[config.mk]
export PLATFORM = sky130hd
export DESIGN_NAME = lsu_pipe
export DESIGN_NICKNAME = d
export VERILOG_FILES = /design/src/rtl/lsu_pkg.sv /design/src/rtl/lsu_align.sv /design/src/rtl/lsu_pipe.sv
export SDC_FILE = /design/constraint.sdc
export NUM_CORES = 1
export LEC_CHECK = 0
export BUFFER_PORTS_ARGS = -buffer_cell sky130_fd_sc_hd__buf_2
export CAP_MARGIN = 40
export CORE_MARGIN = 2
export CORE_UTILIZATION = 56
export CTS_CLUSTER_SIZE = 24
export DETAILED_ROUTE_END_ITERATION = 10
export GPL_ROUTABILITY_DRIVEN = 0
export PLACE_DENSITY = 0.93
export SYNTH_ARGS = -nofsm -noshare
export SYNTH_HDL_FRONTEND = slang
export SYNTH_HIERARCHICAL = 1
export SYNTH_SLANG_ARGS = --single-unit
export TNS_END_PERCENT = 10
[constraint.sdc]
create_clock -name clk -period 7.5 [get_ports clk]
set_input_delay 1.125 -clock clk [delete_from_list [all_inputs] [get_ports clk]]
set_output_delay 1.125 -clock clk [all_outputs]
set_load 0.05 [all_outputs]
[src/rtl/lsu_pkg.sv]
`default_nettype none
// ============================================================================
// Module      : lsu_pkg
// Description : Shared types for the load/store unit: access size, response
//               error code, control FSM state, and the alignment check.
// Revision    : 1.0 - initial release
// ============================================================================
package lsu_pkg;

    typedef enum logic [1:0] {
        SZ_B = 2'd0,
        SZ_H = 2'd1,
        SZ_W = 2'd2,
        SZ_D = 2'd3
    } size_e;

    typedef enum logic [1:0] {
        ERR_OK       = 2'd0,
        ERR_MISALIGN = 2'd1,
        ERR_TIMEOUT  = 2'd2,
        ERR_SIZE     = 2'd3
    } err_e;

    typedef enum logic [1:0] {
        ST_IDLE  = 2'd0,
        ST_ISSUE = 2'd1,
        ST_WAIT  = 2'd2,
        ST_RESP  = 2'd3
    } state_e;

    // Natural alignment: the low log2(size-in-bytes) address bits must be zero.
    function automatic logic is_misaligned(input size_e size, input logic [2:0] lo);
        logic bad;
        case (size)
            SZ_B:    bad = 1'b0;
            SZ_H:    bad = lo[0];
            SZ_W:    bad = |lo[1:0];
            default: bad = |lo[2:0];
        endcase
        return bad;
    endfunction

endpackage
`default_nettype wire

[src/rtl/lsu_align.sv]
`default_nettype none
// ============================================================================
// Module      : lsu_align
// Description : Byte-lane alignment. Builds the store byte mask and the
//               lane-shifted store data, and extracts/extends load data from
//               a full aligned memory word.
// Revision    : 1.0 - initial release
// ============================================================================
module lsu_align
    import lsu_pkg::*;
#(
    parameter int XLEN = 64,
    parameter int IW   = $clog2(XLEN / 8)
) (
    input  size_e               size,
    input  logic                is_unsigned,
    input  logic [IW-1:0]       idx,
    input  logic [XLEN-1:0]     wdata,
    input  logic [XLEN-1:0]     rdata,
    output logic [XLEN/8-1:0]   wmask,
    output logic [XLEN-1:0]     wdata_sh,
    output logic [XLEN-1:0]     rdata_ext
);

    logic [XLEN/8-1:0] w_base;
    logic [XLEN-1:0]   w_keep;
    logic [XLEN-1:0]   w_shr;
    logic              w_sign;

    // Size-dependent lane mask, kept-bit mask and sign bit; a double keeps all bits unextended.
    always_comb begin
        w_base = '0;
        w_keep = '0;
        w_shr  = rdata >> {idx, 3'b000};
        w_sign = 1'b0;
        case (size)
            SZ_B: begin
                w_base[0]    = 1'b1;
                w_keep[7:0]  = '1;
                w_sign       = w_shr[7];
            end
            SZ_H: begin
                w_base[1:0]  = '1;
                w_keep[15:0] = '1;
                w_sign       = w_shr[15];
            end
            SZ_W: begin
                w_base[3:0]  = '1;
                w_keep[31:0] = '1;
                w_sign       = w_shr[31];
            end
            default: begin
                w_base = '1;
                w_keep = '1;
                w_sign = 1'b0;
            end
        endcase
        wmask     = w_base << idx;
        wdata_sh  = wdata << {idx, 3'b000};
        rdata_ext = (w_shr & w_keep) | ((w_sign && !is_unsigned) ? ~w_keep : '0);
    end

endmodule
`default_nettype wire

[src/rtl/lsu_pipe.sv]
`default_nettype none
// ============================================================================
// Module      : lsu_pipe
// Description : Handshaked load/store unit. Accepts one EXU request at a
//               time, checks size/alignment, issues it on a req/resp memory
//               port, and returns extended load data or an error code.
// Revision    : 1.0 - initial release
// ============================================================================
module lsu_pipe
    import lsu_pkg::*;
#(
    parameter int XLEN    = 64,
    parameter int AW      = 64,
    parameter int TIMEOUT = 255
) (
    input  logic                clk,
    input  logic                rst_n,
    input  logic                req_valid,
    output logic                req_ready,
    input  logic                req_wen,
    input  logic [1:0]          req_size,
    input  logic                req_unsigned,
    input  logic [AW-1:0]       req_addr,
    input  logic [XLEN-1:0]     req_wdata,
    output logic                rsp_valid,
    input  logic                rsp_ready,
    output logic [XLEN-1:0]     rsp_rdata,
    output logic [1:0]          rsp_err,
    output logic                mem_req_valid,
    input  logic                mem_req_ready,
    output logic [AW-1:0]       mem_addr,
    output logic                mem_wen,
    output logic [XLEN/8-1:0]   mem_wmask,
    output logic [XLEN-1:0]     mem_wdata,
    input  logic                mem_resp_valid,
    input  logic [XLEN-1:0]     mem_rdata
);

    localparam int IW = $clog2(XLEN / 8);
    localparam int CW = (TIMEOUT > 0) ? $clog2(TIMEOUT + 1) : 1;
    localparam int c_tmo_last_i = (TIMEOUT > 0) ? TIMEOUT - 1 : 0;
    localparam logic [CW-1:0] c_tmo_last = c_tmo_last_i[CW-1:0];
    localparam logic [CW-1:0] c_cnt_one  = CW'(1);

    state_e            r_state;
    size_e             r_size;
    logic              r_uns;
    logic [IW-1:0]     r_idx;
    logic [CW-1:0]     r_cnt;

    size_e             w_size;
    logic              w_illegal;
    logic              w_misal;
    size_e             w_al_size;
    logic              w_al_uns;
    logic [IW-1:0]     w_al_idx;
    logic [XLEN/8-1:0] w_wmask;
    logic [XLEN-1:0]   w_wdata_sh;
    logic [XLEN-1:0]   w_rdata_ext;

    assign w_size    = size_e'(req_size);
    assign w_illegal = (XLEN == 32) && (w_size == SZ_D);
    assign w_misal   = is_misaligned(w_size, req_addr[2:0]);

    // One aligner serves both directions: live request fields while idle
    // (store mask/data), the registered request afterwards (load extraction).
    assign w_al_size = (r_state == ST_IDLE) ? w_size            : r_size;
    assign w_al_uns  = (r_state == ST_IDLE) ? req_unsigned      : r_uns;
    assign w_al_idx  = (r_state == ST_IDLE) ? req_addr[IW-1:0]  : r_idx;

    lsu_align #(
        .XLEN (XLEN),
        .IW   (IW)
    ) u_align (
        .size        (w_al_size),
        .is_unsigned (w_al_uns),
        .idx         (w_al_idx),
        .wdata       (req_wdata),
        .rdata       (mem_rdata),
        .wmask       (w_wmask),
        .wdata_sh    (w_wdata_sh),
        .rdata_ext   (w_rdata_ext)
    );

    assign req_ready     = (r_state == ST_IDLE);
    assign mem_req_valid = (r_state == ST_ISSUE);
    assign rsp_valid     = (r_state == ST_RESP);

    // Control FSM with registered memory-side and response outputs.
    always_ff @(posedge clk or negedge rst_n) begin
        if (!rst_n) begin
            r_state   <= ST_IDLE;
            r_size    <= SZ_B;
            r_uns     <= 1'b0;
            r_idx     <= '0;
            r_cnt     <= '0;
            rsp_rdata <= '0;
            rsp_err   <= ERR_OK;
            mem_addr  <= '0;
            mem_wen   <= 1'b0;
            mem_wmask <= '0;
            mem_wdata <= '0;
        end else begin
            case (r_state)
                ST_IDLE: begin
                    if (req_valid) begin
                        r_size    <= w_size;
                        r_uns     <= req_unsigned;
                        r_idx     <= req_addr[IW-1:0];
                        rsp_rdata <= '0;
                        if (w_illegal) begin
                            rsp_err <= ERR_SIZE;
                            r_state <= ST_RESP;
                        end else if (w_misal) begin
                            rsp_err <= ERR_MISALIGN;
                            r_state <= ST_RESP;
                        end else begin
                            rsp_err   <= ERR_OK;
                            mem_addr  <= {req_addr[AW-1:IW], {IW{1'b0}}};
                            mem_wen   <= req_wen;
                            mem_wmask <= req_wen ? w_wmask : '0;
                            mem_wdata <= w_wdata_sh;
                            r_state   <= ST_ISSUE;
                        end
                    end
                end
                ST_ISSUE: begin
                    // A response seen while issuing is not ours yet; only the accept matters.
                    if (mem_req_ready) begin
                        r_cnt   <= '0;
                        r_state <= ST_WAIT;
                    end
                end
                ST_WAIT: begin
                    if (mem_resp_valid) begin
                        rsp_rdata <= mem_wen ? '0 : w_rdata_ext;
                        rsp_err   <= ERR_OK;
                        r_state   <= ST_RESP;
                    end else if ((TIMEOUT != 0) && (r_cnt == c_tmo_last)) begin
                        rsp_rdata <= '0;
                        rsp_err   <= ERR_TIMEOUT;
                        r_state   <= ST_RESP;
                    end else begin
                        r_cnt <= r_cnt + c_cnt_one;
                    end
                end
                ST_RESP: begin
                    if (rsp_ready) begin
                        r_state <= ST_IDLE;
                    end
                end
                default: r_state <= ST_IDLE;
            endcase
        end
    end

endmodule
`default_nettype wire

Word level (Yosys, flattened, before mapping)
Index checks and enable logic that the tools add are counted.
Operators by class
  add/sub/neg operators: 1
  equality and inequality tests: 14
  shift-type cells: 3
  muxes and demuxes: 34
  bitwise gates (word level): 4
  reduce and logical (&&, ||, !) cells: 16
Operators by type and width (number)
  2-to-1 mux 64 bit: 5
  one-hot mux 64 bit (2 select lines): 1
  bitwise AND 64 bit: 1
  NOT 64 bit: 1
  OR 64 bit: 1
  << shifter 64 x 6 -> 64 bit: 1
  right shift 64 x 6 -> 64 bit: 1
  2-to-1 mux 8 bit: 5
  2-to-1 mux 32 bit: 1
  2-to-1 mux 2 bit: 11
  2-to-1 mux 16 bit: 1
  one-hot mux 8 bit (2 select lines): 1
  adder 8 x 1 -> 8 bit, second input constant: 1
  equality test 2 bit, second input constant: 4
  equality test 8 bit, second input constant: 1
  one-hot mux 2 bit (4 select lines): 1
  AND reduction 4 bit: 2
  << shifter 8 x 3 -> 8 bit: 1
  equality test 2 x 1 -> 1 bit, second input constant: 3
  zero test 2 bit: 3
  != test 2 bit, second input constant: 3
  one-hot mux 1 bit (3 select lines): 2
  AND reduction 3 bit: 2
  OR reduction 3 bit: 2
  other kinds (12): 17
Storage, ports and cells
  register bits: 216
  input port bits: 202
  output and inout port bits: 206
  word-level logic and storage cells: 83

Depth between registers and ports, before layout
Gate-level depths: netlist (run 1).
  word-level depth: 11
  mapped depth: 14
  gate-level depth less buffers: 9

Hierarchy
Netlist (run 1), hierarchy kept.
Modules (own cells, without submodules)
  lsu_pipe: instances 1, cells each 684, area an instance 9075.0 µm², seq. area each 5405.2 µm²
  lsu_align: instances 1, cells each 543, area an instance 4051.4 µm², seq. area each 0.0 µm²

Worst setup path before layout (run 1)
No wires, ideal clock.
  kind: register to register
  start: register r_state[0]
  end: register rsp_rdata[53]
  library setup time: 0.079 ns
  data arrival time: 3.504 ns
  data required time: 7.421 ns
  slack: 3.917 ns
  stages on the path, launching flop included: 14
  path buffers: 4
  period minus slack after synthesis: 3.583 ns
  cell sequence: dfrtp_1 inv_1 ha_1 buf_1 mux2_2 buf_6 mux2i_1 mux4_2 or4b_4 buf_6 buf_6 nand4_2 nand2_1 mux2i_1
On the way
  elaborated cells on any way between the ends: 25
  classes of those cells: 5 x eq/ne; 1 x shift; 9 x mux; 3 x bitwise; 7 x reduce/logical
RTL lines
  from (decl): line lsu_pipe.sv:45  | state_e r_state;
  from (signal assigned): line lsu_pipe.sv:92  | r_state <= ST_IDLE;
  from (signal assigned): line lsu_pipe.sv:113  | r_state <= ST_RESP;
  from (signal assigned): line lsu_pipe.sv:116  | r_state <= ST_RESP;
  zero test 2 bit *
  net req_ready: line lsu_pipe.sv:19  | output logic req_ready,
  2-to-1 mux 3 bit *: line lsu_pipe.sv:69  | assign w_al_idx = (r_state == ST_IDLE) ? req_addr[IW-1:0] : r_idx;
  net w_al_idx[1]: line lsu_pipe.sv:56  | logic [IW-1:0] w_al_idx;
  right shift 64 x 6 -> 64 bit *: line lsu_align.sv:34  | w_shr = rdata >> {idx, 3'b000};
  one-hot mux 1 bit (3 select lines): line lsu_align.sv:36  | case (size)
  logical AND 1 bit: line lsu_align.sv:60  | rdata_ext = (w_shr & w_keep) | ((w_sign && !is_unsigned) ? ~w_keep : '0);
  2-to-1 mux 64 bit: line lsu_align.sv:60
  OR 64 bit *: line lsu_align.sv:60
  net w_rdata_ext[53]: line lsu_pipe.sv:59  | logic [XLEN-1:0] w_rdata_ext;
  2-to-1 mux 64 bit *: line lsu_pipe.sv:136  | rsp_rdata <= mem_wen ? '0 : w_rdata_ext;
  2-to-1 mux 64 bit *: line lsu_pipe.sv:135  | if (mem_resp_valid) begin
  one-hot mux 64 bit (2 select lines) *: line lsu_pipe.sv:104  | case (r_state)
  to (signal assigned): line lsu_pipe.sv:136
  to (decl): line lsu_pipe.sv:27  | output logic [XLEN-1:0] rsp_rdata,
Mark *: on every way through the listed nets, which the timed path passes. The rest lies on a longest branch.
A chain may end at the register's enable or synchronous reset.

Final worst setup path (run 1)
  start: register r_state[1]
  end: register rsp_rdata[27]
On the way
  elaborated cells on any way between the ends: 25
  classes of those cells: 5 x eq/ne; 1 x shift; 9 x mux; 3 x bitwise; 7 x reduce/logical
RTL lines (line)
  zero test 2 bit *: lsu_pipe.sv:69
  2-to-1 mux 3 bit *: lsu_pipe.sv:69
  net w_al_idx[2]: lsu_pipe.sv:56
  right shift 64 x 6 -> 64 bit *: lsu_align.sv:34
  one-hot mux 1 bit (3 select lines): lsu_align.sv:36
  logical AND 1 bit: lsu_align.sv:60
  2-to-1 mux 64 bit: lsu_align.sv:60
  OR 64 bit *: lsu_align.sv:60
  net w_rdata_ext[27]: lsu_pipe.sv:59
  2-to-1 mux 64 bit *: lsu_pipe.sv:136
  2-to-1 mux 64 bit *: lsu_pipe.sv:135
  one-hot mux 64 bit (2 select lines) *: lsu_pipe.sv:104
Marks and branches as above.

==> results of run 1 <==
==> report_power, final <==
group	switching (mW)	total, mW	internal (mW)
Clock	0.485	1.30	0.814
Sequential	0.282	1.93	1.65
Combinational	3.98	5.85	1.87
==> metrics by stage <==
step	cell area, µm²	worst slack [ns]	instances	hold slack (ns)
6_report	16130	3.549	1924	0.4748
5_1_grt	16120	3.342	1920	0.5057
4_1_cts	16110	3.648	1916	0.4789
3_5_place_dp	15230	3.581	1873	0.4655
3_3_place_gp	15100	3.448	1866	0.4629
2_1_floorplan	13130	3.917	1229	0.4754
==> worst min-delay path, cell delays in order (launching register included) <==
cell and delay, ns:
sky130_fd_sc_hd__dfrtp_1 0.34, sky130_fd_sc_hd__nand2_1 0.04, sky130_fd_sc_hd__o21ai_0 0.06
==> metal layers <==
metal  up-vias  part of all wire, %
li1       5051                    -
met2       807                   50
met4         6                  6.0
met3       197                  9.7
met5         -                0.097
met1      5654                   34
==> synth_stat cells (all sizes together) (3+ instances only) <==
cell type	instances	area [µm²]
nand2b	6	37.54
o32ai	9	78.83
or3	4	25.02
nand2	175	659.4
a21oi	30	161.4
o21ai	48	240.2
dfrtp	216	5405
nor3	9	45.04
o211ai	23	172.7
nor3b	4	30.03
a211oi	3	27.52
o21bai	3	26.27
ha	6	75.07
nor2	57	214.0
mux2	164	1862
nand4	33	346.6
clkbuf	32	120.1
mux4	36	810.8
a21o	3	22.52
and2	20	125.1
a22oi	15	112.6
inv	75	281.5
buf	67	495.5
nor2b	11	68.82
nand3	7	35.03
a31oi	3	18.77
o2bb2ai	11	96.34
mux2i	135	1351
==> logic make-up after synthesis <==
group | Yosys count
fa+ha+maj | 6
buf+inv | 175
simple gates | 333
other cells | 1
flops | 216
compound gates | 160
mux | 335
xor+xnor | 1
==> how the worst min path moves through the flow <==
stage	depth (start not counted)	slack [ns]	end
5_1_grt	2	0.51	mem_wmask[3]$_DFFE_PN0P_
3_3_place_gp	2	0.46	mem_wmask[5]$_DFFE_PN0P_
4_1_cts	2	0.48	mem_wmask[3]$_DFFE_PN0P_
3_5_place_dp	2	0.47	mem_wmask[3]$_DFFE_PN0P_
2_1_floorplan	1	0.48	r_idx[0]$_DFFE_PN0P_
6_report	2	0.47	mem_wmask[3]$_DFFE_PN0P_
==> sequential cells by signal (all words and copies together), names as in the netlist <==
name and cells:
mem_wmask 8, r_size 2, rsp_rdata 64, rsp_err 2, mem_wdata 64, r_state 2, mem_addr 61, r_uns 1
r_cnt 8, mem_wen 1, r_idx 3
==> layout make-up <==
type | count | area [µm²] | area share [%]
Tap cell | 319 | 399.1 | 2.475
Clock inverter | 7 | 140.1 | 0.8689
Clock buffer | 36 | 737.0 | 4.569
Sequential cell | 216 | 5405 | 33.51
Multi-Input combinational cell | 838 | 6882 | 42.67
Inverter | 76 | 285.3 | 1.769
Timing Repair Buffer | 424 | 2260 | 14.01
Antenna cell | 8 | 20.02 | 0.1241
==> out/qor_table.md, run 1 <==
| Group | Metric | Value |
|---|---|---|
| drt | Routed length per placed instance | 22.58 µm |
| yosys | EDFF count, synth | 0 |
| floorplanning | Die ar. | 24680 µm² |
| yosys | Compound-gate portion of the synthesized area | 8.131% |
| cts | Post-cts gate resize count | 0 |
| global routing | Total track usage | 34.14% |
| setup path | Launch point of the worst path | r_state[1]$_DFFE_PN0P_ |
| yosys | Syn Inst Count | 1227 |
| setup path | Kind of cell adding the most delay to the critical path | simple AND/OR/NAND/NOR gates |
| cts | Total CTS buffers | 24 |
| floorplanning | Die boundary width | 157.1 µm |
| global routing | Global-route met1 utilization | 37.94% |
| final layout | Share of cells above drive strength 1 | 39.82% |
| setup path | Start of the worst register-to-register path | r_state[1]$_DFFE_PN0P_ |
| drt | Number of DRC violations after detailed-routing iteration 0 | 1111 |
| cts | CTS Hold Bufs | 0 |
| power and ir drop | VDD IR max | 0.0004641 V |
| power and ir drop | Ratio of total power to cell area | 562.8 nW/µm² |
| drt | Post-Route WL | 43.45 mm |
| run status | Outcome | completed |
| setup path | Critical path type | flop to flop |
| final layout | Leading cell type in the layout, fill and taps excluded | sky130_fd_sc_hd__buf_2 |
| final layout | Most frequent cells in the layout | 404 x sky130_fd_sc_hd__buf_2, 216 x sky130_fd_sc_hd__dfrtp_1, 174 x sky130_fd_sc_hd__nand2_1 |
| floorplanning | Effective utilization at floorplan | 56.43% |
| global routing | Global routing usage on met3 | 9.003% |
| yosys | Share of synthesized area spent on multiplexers | 30.65% |
| place | Sum of net half-perimeters after detailed placement | 31.01 mm |
| global routing | Routing layer with the top usage in global route | met2 |
| yosys | Post-synthesis xor/xnor area fraction | 0.06672% |
| setup path | Depth of the critical timing path with buffers and inverters included | 10 |
| timing | Max Fclk | 253.1 MHz |
| floorplanning | Placement row count | 56 |
| min path | Worst Hold Launch | mem_wmask[3]$_DFFE_PN0P_ |
| drt | Number of nets with antenna violations after detailed routing | 0 |
| floorplanning | Top-level port count | 408 |
| yosys | Share of the yosys chip area belonging to registers | 41.18% |
| setup path | CP bufs+invs | 3 |
| global routing | Global route overflow | 0 |
| yosys | Combinational family with the most area after synthesis | multiplexers |
| cts | Clock latency on the worst-skew pair | 0.52 ns |
| yosys | Count of different cell masters after synthesis | 61 |
| global routing | Maximum number of pins on one net before global-route repair | 106 |
| yosys | Average cell area after synthesis | 10.70 µm² |
| setup path | CP Capture Point | rsp_rdata[27]$_DFFE_PN0P_ |
| cts | TritonCTS clock tree | done |
| timing | Final cycle utilization of the critical path | 52.69% |
| yosys | Post-synth top flop | sky130_fd_sc_hd__dfrtp_1 |
| timing | Final period demand of the worst path | 3.951 ns |
| yosys | Cell area after synthesis | 13130 µm² |
| timing | Count of final setup violators | 0 |
| yosys | Asr flop ratio synth | 100.0% |
| drt | Vias per cell | 6.089 |
| drt | Number of detailed-routing iterations run before antenna repair | 6 |
| global routing | Met2 Resource Use GR | 59.54% |
| final layout | Total number of nets in the final design | 1788 |
| setup path | Worst-case register-to-register setup slack | 3.55 ns |
| setup path | Worst EP required | 7.93 ns |
| setup path | Delay of the slowest cell on the worst path | 0.92 ns |
| setup path | Terminus of the critical flop-to-flop path | rsp_rdata[27]$_DFFE_PN0P_ |
| min path | Hold Crit Class | flop to flop |
| global routing | Via count of the first global-routing pass | 11.66k |
| cts | Total number of H-tree levels | 1 |
| yosys | Count of synthesis-stage warnings from yosys | 6 |
| timing | Worst relative slew slack | 34.43% |
| timing | Unrepaired setup endpoints after global routing | no |
| setup path | Crit-path cells | inv_1, ha_1, mux2_2, buf_4, a2111oi_0, or4_2, buf_12, o211ai_1, nand2_1, mux2i_1 |
| timing | Final number of max-transition violations | 0 |
| setup path | Maximum fanout count along the critical path | 46 |
| setup path | Highest-delay cell along the critical path | sky130_fd_sc_hd__or4_2 |
| cts | Post-CTS repair timing setup buffer count | 0 |
| drt | Count of unresolved DRC violations after routing | 0 |
| final layout | Layout overhead on the synthesized area | 22.87% |
| setup path | Reg2Reg Depth | 10 |
| cts | CTS root buf | sky130_fd_sc_hd__clkbuf_16 |
| global routing | Antenna violations before repair | 11 |
| timing | Fin Setup TNS | 0 ns |
| final layout | Share of the core filled with cells | 69.33% |
| timing | Count of final hold-check violations | 0 |
| yosys | Simple-gate share of the synthesized area | 12.51% |
| cts | Clk pin slew, worst setup/hold paths | 0.07 ns |
| timing | Final worst clock skew | 0.02483 ns |
| job | Number of maximum-capacitance violations | 0 |
| drt | Vias | 11.72k |
| global routing | Wire length of the first global-routing pass | 64.78 mm |
| cts | Deepest clock path buffer count | 3 |
| power and ir drop | Total leakage power | 7.876 nW |
| floorplanning | Total core area | 23260 µm² |
| yosys | Adder and majority cell fraction of the synthesized area | 0.5719% |
| place | Port Buf Inserts | 404 |
| timing | Slew at the pin closest to its max-slew limit | 0.9835 ns |
| cts | Clock sink count | 216 |
| final layout | Filler cells | 1646 |
| yosys | Number of register bits inferred by synthesis | 216 |
| setup path | Kind of start point of the critical path | flop |
| floorplanning | Die span in y | 157.1 µm |
| setup path | Endpoint arrival time on the critical path | 4.38 ns |
| setup path | Category of the worst setup path capture point | flop |
| power and ir drop | Pwr Total | 9.077 mW |
No activity file was read; power rests on OpenSTA's default activity.
==> inputs of run 2 (changes only) <==
--- a/config.mk
+++ b/config.mk
@@ -8,11 +8,11 @@
 export BUFFER_PORTS_ARGS = -buffer_cell sky130_fd_sc_hd__buf_2
 export CAP_MARGIN = 40
 export CORE_MARGIN = 2
-export CORE_UTILIZATION = 56
+export CORE_UTILIZATION = 47
 export CTS_CLUSTER_SIZE = 24
 export DETAILED_ROUTE_END_ITERATION = 10
 export GPL_ROUTABILITY_DRIVEN = 0
-export PLACE_DENSITY = 0.93
+export PLACE_DENSITY = 0.84
 export SYNTH_ARGS = -nofsm -noshare
 export SYNTH_HDL_FRONTEND = slang
 export SYNTH_HIERARCHICAL = 1
==> constraint.sdc (replaced) <==
create_clock -name clk -period 3.24 [get_ports clk]
set_input_delay 0.486 -clock clk [delete_from_list [all_inputs] [get_ports clk]]
set_output_delay 0.486 -clock clk [all_outputs]
set_load 0.05 [all_outputs]
==> run 2 against run 1 <==
- sequential share of layout area is 0.58 points lower
- clock-buffer cell count down 1
- final cell count grew 3.7%
- hold slack lost 0.46 ns
- register-to-register slack lost 3.4 ns
- worst setup slack got worse by 3.4 ns
- combinational power is 130% higher
- largest power group unchanged
==> out/qor_table.md, run 2 (synthesis results as in run 1) <==
| Group | Metric | Value | Change |
|---|---|---|---|
| run status | Outcome | completed |  |
| final layout | Leading cell type in the layout, fill and taps excluded | sky130_fd_sc_hd__buf_2 |  |
| timing | Final period demand of the worst path | 3.093 ns | -0.8584 ns |
| floorplanning | Die span in y | 171.1 µm | +8.9% |
| global routing | Global route overflow | 0 | unchanged |
| setup path | Highest-delay cell along the critical path | sky130_fd_sc_hd__or4b_4 |  |
| setup path | Most frequent cell on the critical path | sky130_fd_sc_hd__mux2i_1 |  |
| place | Cell area after placement | 15530 µm² | +2.0% |
| global routing | Wire length of the first global-routing pass | 63.38 mm | -2.2% |
| timing | Worst relative slew slack | 46.46% | +12 points |
| drt | Count of unresolved DRC violations after routing | 0 | unchanged |
| final layout | Final Instance Count excl. Fillers | 1995 | +3.7% |
| cts | Clock latency on the worst-skew pair | 0.53 ns | about the same |
| setup path | Kind of start point of the critical path | flop |  |
| cts | Total CTS buffers | 25 | +4.2% |
| drt | Number of detailed-routing iterations run before antenna repair | 6 | unchanged |
| setup path | Crit-path cells | inv_2, ha_4, mux2_4, mux2i_1, mux4_2, or4b_4, buf_12, o211ai_1, nand2_1, mux2i_1 |  |
| timing | Count of final setup violators | 0 | unchanged |
| power and ir drop | Net switching component of the power | 10.90 mW | +130% |
| cts | TritonCTS clock tree | done |  |
| global routing | Via count of the first global-routing pass | 11.27k | -3.3% |
| setup path | Reg2Reg Depth | 10 | unchanged |
| setup path | Kind of cell adding the most delay to the critical path | multiplexers |  |
| setup path | Category of the worst setup path capture point | flop |  |
| drt | Routed length per placed instance | 21.26 µm | -5.8% |
| power and ir drop | Power share of the combinational group | 65.1% | +0.7 points |
| global routing | Maximum number of pins on one net before global-route repair | 107 | +0.94% |
| setup path | Critical path type | flop to flop |  |
| power and ir drop | Total leakage power | 7.983 nW | +1.4% |
| setup path | Maximum fanout count along the critical path | 48 | +4.3% |
| place | Cells after DPL | 1944 | +3.8% |
| setup path | Start of the worst register-to-register path | r_state[0]$_DFFE_PN0P_ |  |
| power and ir drop | Ratio of total power to cell area | 1285 nW/µm² | +130% |
| final layout | Layout overhead on the synthesized area | 25.04% |  |
| place | Sum of net half-perimeters after detailed placement | 30.82 mm | -0.63% |
| drt | Number of DRC violations after detailed-routing iteration 0 | 934 | -16% |
| drt | Vias per cell | 5.694 | -6.5% |
| job | Number of maximum-capacitance violations | 0 | unchanged |
| timing | Final number of max-transition violations | 0 | unchanged |
| timing | Unrepaired setup endpoints after global routing | no |  |
| timing | Final cycle utilization of the critical path | 95.46% | +43 points |
| drt | Number of nets with antenna violations after detailed routing | 0 | unchanged |
| final layout | Most frequent cells in the layout | 403 x sky130_fd_sc_hd__buf_2, 216 x sky130_fd_sc_hd__dfrtp_1, 174 x sky130_fd_sc_hd__nand2_1 |  |
| floorplanning | Total core area | 27630 µm² | +19% |
| cts | CTS root buf | sky130_fd_sc_hd__clkbuf_16 |  |
| floorplanning | Die boundary width | 171.1 µm | +8.9% |
| floorplanning | Effective utilization at floorplan | 47.51% | -8.9 points |
| final layout | Final Cell Area | 16410 µm² | +1.8% |
| final layout | Total number of nets in the final design | 1801 | +0.73% |
| setup path | Worst EP required | 3.69 ns | -4.24 ns |
| floorplanning | Top-level port count | 408 | unchanged |
| min path | Hold Crit Class | primary input to asynchronous set/reset pin |  |
| setup path | Depth of the critical timing path with buffers and inverters included | 10 | unchanged |
| timing | Max Fclk | 323.3 MHz | +28% |
| cts | Post-CTS repair timing setup buffer count | 0 | unchanged |
| cts | Clk pin slew, worst setup/hold paths | 0.06 ns | about the same |
| floorplanning | Die ar. | 29280 µm² | +19% |
| global routing | Total track usage | 28.11% | -6.0 points |
| global routing | Antenna violations before repair | 10 | -1 |
| timing | Slew at the pin closest to its max-slew limit | 0.8031 ns | -0.1804 ns |
| final layout | Share of cells above drive strength 1 | 40.62% | +0.80 points |
| timing | Count of final hold-check violations | 0 | unchanged |
| cts | Total number of H-tree levels | 1 | unchanged |
| power and ir drop | VDD IR max | 0.0009776 V | +110% |
| power and ir drop | Part of the total power dissipated in the clock network | 13.9% | -0.4 points |
| cts | Clock sink count | 216 | unchanged |
| setup path | CP bufs+invs | 2 | -1 |
| floorplanning | Placement row count | 61 | +8.9% |
| cts | Deepest clock path buffer count | 3 | unchanged |
| power and ir drop | Fraction of power consumed by sequential logic | 21.0% | -0.3 points |
| setup path | Delay of the slowest cell on the worst path | 0.51 ns | -0.41 ns |
| timing | Final worst clock skew | 0.02115 ns | -0.003678 ns |
| setup path | Endpoint arrival time on the critical path | 3.54 ns | -0.84 ns |
| drt | Post-Route WL | 42.42 mm | -2.4% |
| final layout | Largest registers | mem_wdata (64), rsp_rdata (64), mem_addr (61) |  |
| power and ir drop | Switching Fraction | 51.70% | -0.57 points |
| drt | Vias | 11.36k | -3.0% |
| final layout | Filler cells | 2255 | +37% |
| power and ir drop | Internal Dissipation | 10.19 mW | +140% |
| timing | Fin Setup TNS | 0 ns | unchanged |
| place | Port Buf Inserts | 404 | unchanged |
| setup path | Launch point of the worst path | r_state[0]$_DFFE_PN0P_ |  |
run 2: cell types whose count changed in the layout (fill, tap and decap cells not counted), sizes merged:
cell	previous run	this run
buf	424	436
bufinv	4	3
clkinv	2	5
inv	75	76
clkbuf	36	35
clkinvlp	2	1
diode	8	7
run 2: worst register-to-register path: stages, from the launching register on:
cell and delay [ns]:
sky130_fd_sc_hd__dfrtp_1 0.42, sky130_fd_sc_hd__inv_2 0.10, sky130_fd_sc_hd__ha_4 0.24, sky130_fd_sc_hd__mux2_4 0.42, sky130_fd_sc_hd__mux2i_1 0.20, sky130_fd_sc_hd__mux4_2 0.49, sky130_fd_sc_hd__or4b_4 0.51, sky130_fd_sc_hd__buf_12 0.20
sky130_fd_sc_hd__o211ai_1 0.17, sky130_fd_sc_hd__nand2_1 0.08, sky130_fd_sc_hd__mux2i_1 0.18
run 2: final timing paths:
| kind | end | slack, ns |
|---|---|---|
| worst max-delay path | rsp_rdata[25]$_DFFE_PN0P_ | 0.15 |
| worst min-delay path | rsp_rdata[9]$_DFFE_PN0P_ | 0.01 |
| worst max register to register | rsp_rdata[25]$_DFFE_PN0P_ | 0.15 |
| worst min register to register | mem_wmask[3]$_DFFE_PN0P_ | 0.47 |
| max in group asynchronous | mem_addr[24]$_DFFE_PN0P_ | 2.38 |
| min in group clk | mem_addr[58]$_DFFE_PN0P_ | 0.19 |
run 2: repair_timing:
action                     in CTS  in global routing
setup endpoints to repair       0                  6
hold buffers                    0                  0
resized for setup               0                  4
run 2: power by group through the flow:
stage	registers [mW]	clock network, mW	logic, mW
finish	4.43	2.93	13.7
CTS	4.42	2.99	13.7
global placement	4.40	0	13.4
global route	4.56	3.11	14.5
detailed placement	4.44	0	13.6
floorplan	8.10	0	6.69
run 2: per-stage QoR:
step	hold WS, ns	setup slack (ns)	total power, mW	utilization (%)
floorplan	0.1904	0.03758	14.79	-
global placement	0.4639	0.2790	17.77	56.14
CTS	0.03736	0.1347	21.07	59.32
global route	0.06492	0.01843	22.15	59.39
detailed placement	0.4670	0.1430	18.03	56.21
finish	0.01417	0.1470	21.09	59.41
run 2: cell type report:
cell class,instances,area (µm²),share of cell area [%]
diodes,7,17.52,0.1067
clock buffers,35,733.2,4.467
well taps,378,473.0,2.882
inverters,76,285.3,1.738
flip-flops and latches,216,5405,32.93
multi-input cells,838,6897,42.02
clock inverters,9,126.4,0.7699
repair buffers,436,2476,15.09
run 2: routing by layer:
layer	vias up	share of wire, %	routed length [µm]	global-route usage [%]
li1	5055	-	-	-
met1	5539	36	15330	32.41
met2	627	50	21290	49.46
met3	132	8.8	3730	6.269
met4	6	4.8	2028	13.38
met5	-	0.092	39	0
